==> src/rtl/fifo_pkg.sv <==
// ============================================================================
// Package : fifo_pkg
// Shared state encoding, default parameters and buffer helpers for the reader.
// Revision: 1.0
// ============================================================================
`default_nettype none

package fifo_pkg;

   typedef enum logic [0:0] {
      ST_IDLE  = 1'b0,
      ST_BURST = 1'b1
   } state_e;

   localparam int C_DEF_DATA_WIDTH = 8;
   localparam int C_DEF_DEPTH      = 16;
   localparam int C_DEF_BURST_LEN  = 4;
   localparam int C_DEF_TIMEOUT    = 32;
   localparam int C_OBUF_ENTRIES   = 3;

   function automatic logic [1:0] obuf_ptr_inc(input logic [1:0] ptr);
      return (ptr == 2'(C_OBUF_ENTRIES - 1)) ? 2'd0 : ptr + 2'd1;
   endfunction

endpackage

`default_nettype wire

==> src/rtl/stream_obuf.sv <==
// ============================================================================
// Module : stream_obuf
// Three-entry circular output buffer presenting its head as a valid/ready beat.
// Revision: 1.0
// ============================================================================
`default_nettype none

module stream_obuf
   import fifo_pkg::*;
#(
   parameter int DATA_WIDTH = C_DEF_DATA_WIDTH
) (
   input  logic                  clk,
   input  logic                  rst_n,
   input  logic                  push_i,
   input  logic [DATA_WIDTH-1:0] push_data_i,
   input  logic                  ready_i,
   output logic                  valid_o,
   output logic [DATA_WIDTH-1:0] data_o,
   output logic [1:0]            occ_o
);

   logic [DATA_WIDTH-1:0] mem_q [C_OBUF_ENTRIES];
   logic [1:0]            wr_ptr_q;
   logic [1:0]            rd_ptr_q;
   logic [1:0]            occ_q;
   logic [1:0]            occ_d;
   logic                  w_push;
   logic                  w_pop;

   assign valid_o = (occ_q != 2'd0);
   assign data_o  = mem_q[rd_ptr_q];
   assign occ_o   = occ_q;
   assign w_pop   = valid_o && ready_i;
   // A push while full is dropped unless a pop frees the slot in the same cycle.
   assign w_push  = push_i && ((occ_q != 2'(C_OBUF_ENTRIES)) || w_pop);

   always_comb begin
      occ_d = occ_q;
      case ({w_push, w_pop})
         2'b10:   occ_d = occ_q + 2'd1;
         2'b01:   occ_d = occ_q - 2'd1;
         default: occ_d = occ_q;
      endcase
   end

   always_ff @(posedge clk) begin
      if (!rst_n) begin
         wr_ptr_q <= 2'd0;
         rd_ptr_q <= 2'd0;
         occ_q    <= 2'd0;
         for (int i = 0; i < C_OBUF_ENTRIES; i++) begin
            mem_q[i] <= '0;
         end
      end else begin
         if (w_push) begin
            mem_q[wr_ptr_q] <= push_data_i;
            wr_ptr_q        <= obuf_ptr_inc(wr_ptr_q);
         end
         if (w_pop) begin
            rd_ptr_q <= obuf_ptr_inc(rd_ptr_q);
         end
         occ_q <= occ_d;
      end
   end

endmodule

`default_nettype wire

==> src/rtl/fifo_burst_reader.sv <==
// ============================================================================
// Module : fifo_burst_reader
// Drains an external FIFO in bursts of BURST_LEN beats, flushing a partial
// burst once data has waited TIMEOUT cycles. Revision: 1.0
// ============================================================================
`default_nettype none

module fifo_burst_reader
   import fifo_pkg::*;
#(
   parameter int DATA_WIDTH = C_DEF_DATA_WIDTH,
   parameter int DEPTH      = C_DEF_DEPTH,
   parameter int BURST_LEN  = C_DEF_BURST_LEN,
   parameter int TIMEOUT    = C_DEF_TIMEOUT,
   parameter int ADDR_BITS  = $clog2(DEPTH)
) (
   input  logic                  clk,
   input  logic                  rst_n,
   input  logic                  fifo_empty,
   input  logic [ADDR_BITS:0]    fifo_count,
   output logic                  fifo_rd_en,
   input  logic [DATA_WIDTH-1:0] fifo_rd_data,
   output logic                  m_valid,
   input  logic                  m_ready,
   output logic [DATA_WIDTH-1:0] m_data,
   output logic                  m_last,
   output logic                  busy
);

   localparam int            CW        = ADDR_BITS + 1;
   localparam int            TW        = $clog2(TIMEOUT + 1);
   localparam logic [CW-1:0] C_BURST   = CW'(BURST_LEN);
   localparam logic [TW-1:0] C_TMO_MAX = TW'(TIMEOUT - 1);

   state_e                state_q;
   logic [CW-1:0]         fetch_left_q;
   logic [CW-1:0]         beats_left_q;
   logic [TW-1:0]         tmo_q;
   logic                  inflight_q;

   logic [1:0]            w_occ;
   logic                  w_buf_valid;
   logic [DATA_WIDTH-1:0] w_buf_data;
   logic                  w_rd_en;
   logic                  w_accept;

   // Reads are throttled so buffered plus in-flight words never exceed the
   // three buffer slots; nothing here depends on m_ready.
   assign w_rd_en = rst_n && (state_q == ST_BURST) && (fetch_left_q != '0) &&
                    !fifo_empty && (({1'b0, w_occ} + {2'b00, inflight_q}) < 3'd3);

   assign fifo_rd_en = w_rd_en;
   assign m_valid    = rst_n && w_buf_valid;
   assign m_data     = rst_n ? w_buf_data : '0;
   assign m_last     = m_valid && (beats_left_q == CW'(1));
   assign busy       = rst_n && (state_q != ST_IDLE);
   assign w_accept   = m_valid && m_ready;

   stream_obuf #(
      .DATA_WIDTH (DATA_WIDTH)
   ) u_obuf (
      .clk         (clk),
      .rst_n       (rst_n),
      .push_i      (inflight_q),
      .push_data_i (fifo_rd_data),
      .ready_i     (m_ready),
      .valid_o     (w_buf_valid),
      .data_o      (w_buf_data),
      .occ_o       (w_occ)
   );

   always_ff @(posedge clk) begin
      if (!rst_n) begin
         state_q      <= ST_IDLE;
         fetch_left_q <= '0;
         beats_left_q <= '0;
         tmo_q        <= '0;
         inflight_q   <= 1'b0;
      end else begin
         inflight_q <= w_rd_en;
         if (w_rd_en) begin
            fetch_left_q <= fetch_left_q - CW'(1);
         end
         case (state_q)
            ST_IDLE: begin
               if (fifo_count >= C_BURST) begin
                  fetch_left_q <= C_BURST;
                  beats_left_q <= C_BURST;
                  tmo_q        <= '0;
                  state_q      <= ST_BURST;
               end else if (fifo_empty || (fifo_count == '0)) begin
                  tmo_q <= '0;
               end else if (tmo_q >= C_TMO_MAX) begin
                  fetch_left_q <= fifo_count;
                  beats_left_q <= fifo_count;
                  tmo_q        <= '0;
                  state_q      <= ST_BURST;
               end else begin
                  tmo_q <= tmo_q + TW'(1);
               end
            end
            ST_BURST: begin
               tmo_q <= '0;
               if (w_accept) begin
                  if (beats_left_q <= CW'(1)) begin
                     beats_left_q <= '0;
                     state_q      <= ST_IDLE;
                  end else begin
                     beats_left_q <= beats_left_q - CW'(1);
                  end
               end
            end
            default: begin
               state_q <= ST_IDLE;
            end
         endcase
      end
   end

endmodule

`default_nettype wire

==> config.mk <==
export PLATFORM = sky130hd
export DESIGN_NAME = fifo_burst_reader
export DESIGN_NICKNAME = d
export VERILOG_FILES = /design/src/rtl/fifo_pkg.sv /design/src/rtl/stream_obuf.sv /design/src/rtl/fifo_burst_reader.sv
export SDC_FILE = /design/constraint.sdc
export NUM_CORES = 1
export LEC_CHECK = 0
export ABC_AREA = 1
export CORE_MARGIN = 2
export CORE_UTILIZATION = 45
export DETAILED_ROUTE_END_ITERATION = 10
export GPL_ROUTABILITY_DRIVEN = 0
export PLACE_DENSITY = 0.73
export SETUP_SLACK_MARGIN = 0.2
export SLEW_MARGIN = 30
export SYNTH_ARGS = -nofsm -noshare
export SYNTH_HDL_FRONTEND = slang
export SYNTH_HIERARCHICAL = 1
export SYNTH_SLANG_ARGS = --single-unit
==> constraint.sdc <==
create_clock -name clk -period 4.5 [get_ports clk]
set_input_delay 1.125 -clock clk [delete_from_list [all_inputs] [get_ports clk]]
set_output_delay 1.125 -clock clk [all_outputs]
set_load 0.01 [all_outputs]
## Yosys cells after proc, flatten, opt, wreduce, memory -nomap -nowiden

Memory sizes are Yosys's and may differ from the RTL's. A register that Yosys moved wholly into a read port is not among the register bits.
Cells that the tools add are included.

- Register bits: 24
- RAM bits: 24
- Input bits: 17
- Output and inout bits: 12
- Logic and storage cells: 83
- Memories: 1

- $add $sub $neg: 8
- Order comparisons: 4
- Equal/unequal tests: 9
- Multiplexer cells: 34
- Bitwise gates (word level): 1
- Reductions and logical operators: 18

Memories:

| name | words | bits a word | read ports | clocked after Yosys merged registers in | wr ports | RTL line | RTL |
|---|---|---|---|---|---|---|---|
| u_obuf.mem_q | 3 | 8 | 1 | 1 | 3 | stream_obuf.sv:23 | `logic [DATA_WIDTH-1:0] mem_q [C_OBUF_ENTRIES];` |

Operators by type and width:

| kind | count |
|---|---|
| 5-bit 2-to-1 mux | 10 |
| 6-bit 2-to-1 mux | 3 |
| 8-bit 2-to-1 mux | 2 |
| 6-bit case mux with 2 select lines | 1 |
| 1-bit 2-to-1 mux | 10 |
| 2-bit 2-to-1 mux | 5 |
| 5-bit case mux with 2 select lines | 1 |
| 5-bit by 1-bit subtractor with 5-bit output (second input constant) | 2 |
| 1-bit logical AND | 9 |
| 8-bit OR reduction | 1 |
| 2-bit by 1-bit adder with 2-bit output (second input constant) | 3 |
| 6-bit by 1-bit adder with 6-bit output (second input constant) | 1 |
| 2-bit equality test (second input constant) | 3 |
| 6-bit by 5-bit greater-or-equal comparator with 1-bit output (second input constant) | 1 |
| 3-bit inequality test (second input constant) | 2 |
| 5-bit by 1-bit equality test with 1-bit output (second input constant) | 1 |
| 5-bit by 3-bit greater-or-equal comparator with 1-bit output (second input constant) | 1 |
| 5-bit by 1-bit less-or-equal comparator with 1-bit output (second input constant) | 1 |
| 5-bit zero test | 1 |
| 5-bit nonzero test | 1 |
| 2-bit case mux with 2 select lines | 1 |
| 2-bit nonzero test | 2 |
| 2-bit by 1-bit adder with 3-bit output | 1 |
| 3-bit by 2-bit less-than comparator with 1-bit output (second input constant) | 1 |
| other kinds (9) | 10 |

## Logic depth before layout (Yosys ltp)

- Word-level depth: 9
- Mapped depth: 10

## Hierarchy

Netlist, hierarchy kept.

Modules (own cells, without submodules):

| module | times used | cells each | area each (µm²) | seq. area each (µm²) |
|---|---|---|---|---|
| stream_obuf | 1 | 159 | 1721.7 | 1121.1 |
| fifo_burst_reader | 1 | 172 | 1193.6 | 360.3 |

## Least setup slack after synthesis

Ideal clock, no wire load.

- Path type: in2out
- Start: input rst_n
- End: output m_data[0]
- Arrival time: 1620 ps
- Setup slack: 1755 ps
- Stages: 4
- Buffers on the path: 2
- Cell sequence: buf_2 -> buf_2 -> nand2_1 -> inv_1

- Cells in the longest elaborated chain, start to end: 1

RTL lines:

| item | RTL line | RTL |
|---|---|---|
| start, declared | fifo_burst_reader.sv:18 | `input logic rst_n,` |
| 8-bit 2-to-1 mux | fifo_burst_reader.sv:54 | `assign m_data = rst_n ? w_buf_data : '0;` |
| end, declared | fifo_burst_reader.sv:25 | `output logic [DATA_WIDTH-1:0] m_data,` |

No other way between the ends.

## Worst setup path in the final report

- Start: input rst_n
- End: output fifo_rd_en

- Cells in the longest elaborated chain, start to end: 4

RTL lines:

| item | RTL line | RTL |
|---|---|---|
| 1-bit logical AND (3 in series) | fifo_burst_reader.sv:49 | `assign w_rd_en = rst_n && (state_q == ST_BURST) && (fetch_left_q != '0) &&` |
| 1-bit logical AND | fifo_burst_reader.sv:50 | `!fifo_empty && (({1'b0, w_occ} + {2'b00, inflight_q}) < 3'd3);` |
| end, declared | fifo_burst_reader.sv:21 | `output logic fifo_rd_en,` |

No other way between the ends.

==> flow_summary_export.csv <==
group,metric,value,unit
pwr,swShare,25.9,%
pwr,leakagePower,1.53,nW
sta,max_freq,265,MHz
worst_setup_path,cp.required,3380,ps
cells_and_area,antennaDiodeCount,0,
pwr,power_frac_clock,40.7,%
grt,grt_pass1_wl,9.94,mm
sta,rsz0062_at_grt,"no",
worst_setup_path,path_delay_family,"buffers and inverters",
hold_path,hold_class,"reg -> reg",
yosys,synth.avg_cell_area,8.81,um2
clocking,ctsHoldBuffers,0,
sta,maxSlewViolCount,0,
yosys,synthXorXnorAreaFrac,1.80,%
cells_and_area,multi_input_area,1230,um2
sta,skew,10.0,ps
yosys,synth_compound_area_share,8.58,%
cells_and_area,stdcell_count,450,
sta,min_period,3770,ps
grt,grt_max_degree,18,
yosys,synth.most_common_cell,"nor2_1",
pwr,peakVddDrop,0.243,mV
pwr,p_int,960,uW
yosys,synth-edff-count,32,
clocking,cts_inserted_buffers,9,
worst_setup_path,start_kind,"input pin",
cells_and_area,drive_gt1_share,15.8,%
placed_design,post-dp-hpwl,3.96,mm
grt,antenna_found_initial,0,
grt,grtUsageTotal,17.6,%
sta,slew_headroom,62.1,%
yosys,synth_area_leader_cell,"edfxtp_1",
yosys,ys_async_sr_fraction,0,%
yosys,synth.distinct_cells,33,
outcome,status,"finished, final reports clean",
clocking,cts_buffer_depth,2,
cells_and_area,syn_to_final_growth,20.2,%
worst_setup_path,path_cells,"clkdlybuf4s50_1 > nand2_2 > nor2_4 > nand2_4 > inv_2 > clkdlybuf4s50_1",
sta,fin_setup_tns,0,ps
routing,num_vias,2267,
clocking,cts_root_buffer,"clkbuf_8",
placed_design,place.port_buffers,28,
sta,finalWorstSetupSlack,729,ps
worst_setup_path,cp_max_fo,6,
clocking,cts_setup_buffers,0,
clocking,cts_tree,"done",
yosys,yosys_warnings,6,
floorplanning,die_x,84.5,um
floorplanning,top_level_ports,29,
sta,hold_violations,0,
worst_setup_path,cp.buffers_inverters,3,
worst_setup_path,worstSetupPathType,"in -> out",
yosys,ys_seq_area_share,50.8,%
routing,vias_per_cell,5.04,
worst_setup_path,path_common_cell,"clkdlybuf4s50_1",
cells_and_area,layout.nets,391,
pwr,p_per_area,370,nW/um2
yosys,synthTopCellsByCount,"nor2_1 (64), nand2_1 (45), inv_1 (43)",
pwr,p_comb_share,13.3,%
sta,whs,455,ps
worst_setup_path,cp_data_arrival_time,2650,ps
routing,first_pass_iters,4,
pwr,p_sw,336,uW
worst_setup_path,max_stage_delay,540,ps
floorplanning,start_util,46.2,%
cells_and_area,final-seq-area,1480,um2
floorplanning,coreArea,6310,um2
floorplanning,die_y,84.5,um
yosys,synth_fp_nets,354,
placed_design,place_ws,730,ps
grt,grt_pass1_vias,2241,
clocking,insertion_delay,330,ps
routing,ant_nets,0,
routing,wl_per_cell,12.8,um
cells_and_area,fillers,567,
clocking,clk_pin_slew,70,ps
sta,finalCritPeriodShare,83.8,%
floorplanning,rows,29,
yosys,synthAdderAreaFrac,2.58,%
yosys,synth_top_family_by_area,"simple AND/OR/NAND/NOR gates",
yosys,synthFlopType,"edfxtp_1",
clocking,clock_sinks,58,
clocking,cts_resized,0,
clocking,htree_num_levels,3,
sta,setup_violations,0,
yosys,ys_top_cells_by_area,"edfxtp_1 (33%), dfxtp_1 (18%), nor2_1 (8.2%), nand2_1 (5.8%), inv_1 (5.5%)",
yosys,synthesis.area,2920,um2
placed_design,place_inst,434,
floorplanning,die-area,7140,um2
routing,drc_errors,0,
yosys,synth-simple-area-share,29.1,%
yosys,synthMuxAreaShare,0,%
sta,worst_pin_slew,568,ps
yosys,ys_seq_elements,58,
run,max_cap_viol_count,0,
worst_setup_path,slowest_stage,"clkdlybuf4s50_1",
yosys,syn_inst,331,
routing,finalWirelength,5.75,mm
worst_setup_path,crit_path_end_kind,"output pin",
grt,overflow,0,
yosys,yosys.area.top_type_share,33.0,%
routing,drt_iter0_markers,173,
pwr,seqPwrFrac,46.0,%
-- routing by layer --
metal	wire length, um	track usage, %
met5	0	0
met4	72	9.96
met3	301	3.93
met2	2830	28.1
met1	2540	22.0
-- cells in the final DEF (no fill, tap or decap), drive strengths merged --
master	instances
a21boi	1
a21oi	5
buf	3
bufinv	2
clkbuf	9
clkdlybuf4s50	28
clkinv	4
clkinvlp	1
dfxtp	26
edfxtp	32
ha	6
inv	48
nand2	55
nand3	24
nand3b	1
nand4	4
nor2	79
nor4	2
o211a	1
o211ai	1
o21ai	26
o22ai	8
or2	1
xnor2	3
xor2	3
-- metrics by stage --
step | total power [mW] | utilization, % | area [um2]
6_report | 1.30 | 55.5 | 3500
4_1_cts | 1.30 | 55.5 | 3500
5_1_grt | 1.35 | 55.5 | 3500
3_5_place_dp | 0.778 | 52.1 | 3290
2_1_floorplan | 0.720 | - | 2920
3_3_place_gp | 0.773 | 52.1 | 3290
-- state kept, by name, indices dropped and copies added, names as in the netlist, named ones only --
name             flops
inflight_q           1
u_obuf/occ_o         2
u_obuf/mem_q        32
state_q              1
u_obuf/rd_ptr_q      2
tmo_q                6
fetch_left_q         5
beats_left_q         5
u_obuf/wr_ptr_q      2
-- power by group through the flow --
stage               Combinational (mW)  Clock (mW)  Sequential (mW)
global placement                 0.166           0            0.607
CTS                              0.172       0.534            0.596
global route                     0.193       0.559            0.599
finish                           0.172       0.527            0.596
floorplan                        0.118           0            0.602
detailed placement               0.171           0            0.607
-- worst paths after layout --
path         startpoint               to  slack (ps)  cells past startpoint
max reg2reg  inflight_q  fetch_left_q[0]        2850                     10
min reg2reg    tmo_q[0]         tmo_q[0]         460                      1
max               rst_n       fifo_rd_en         730                      6
min            tmo_q[0]         tmo_q[0]         460                      1
-- cells by family (layout without fill, tap and decap cells) --
family | after synthesis | in the layout
simple gates | 166 | 166
flops | 58 | 58
buf+inv | 53 | 95
compound gates | 42 | 42
fa+ha+maj | 6 | 6
xor+xnor | 6 | 6
-- area by class of cell --
cell class | count | area share [%]
clock buffers | 9 | 3.53
clock inverters | 7 | 2.68
inverters | 48 | 5.14
multi-input cells | 220 | 35.0
flip-flops and latches | 58 | 42.3
well taps | 77 | 2.75
repair buffers | 31 | 8.64
No activity file was read; power rests on OpenSTA's default activity.
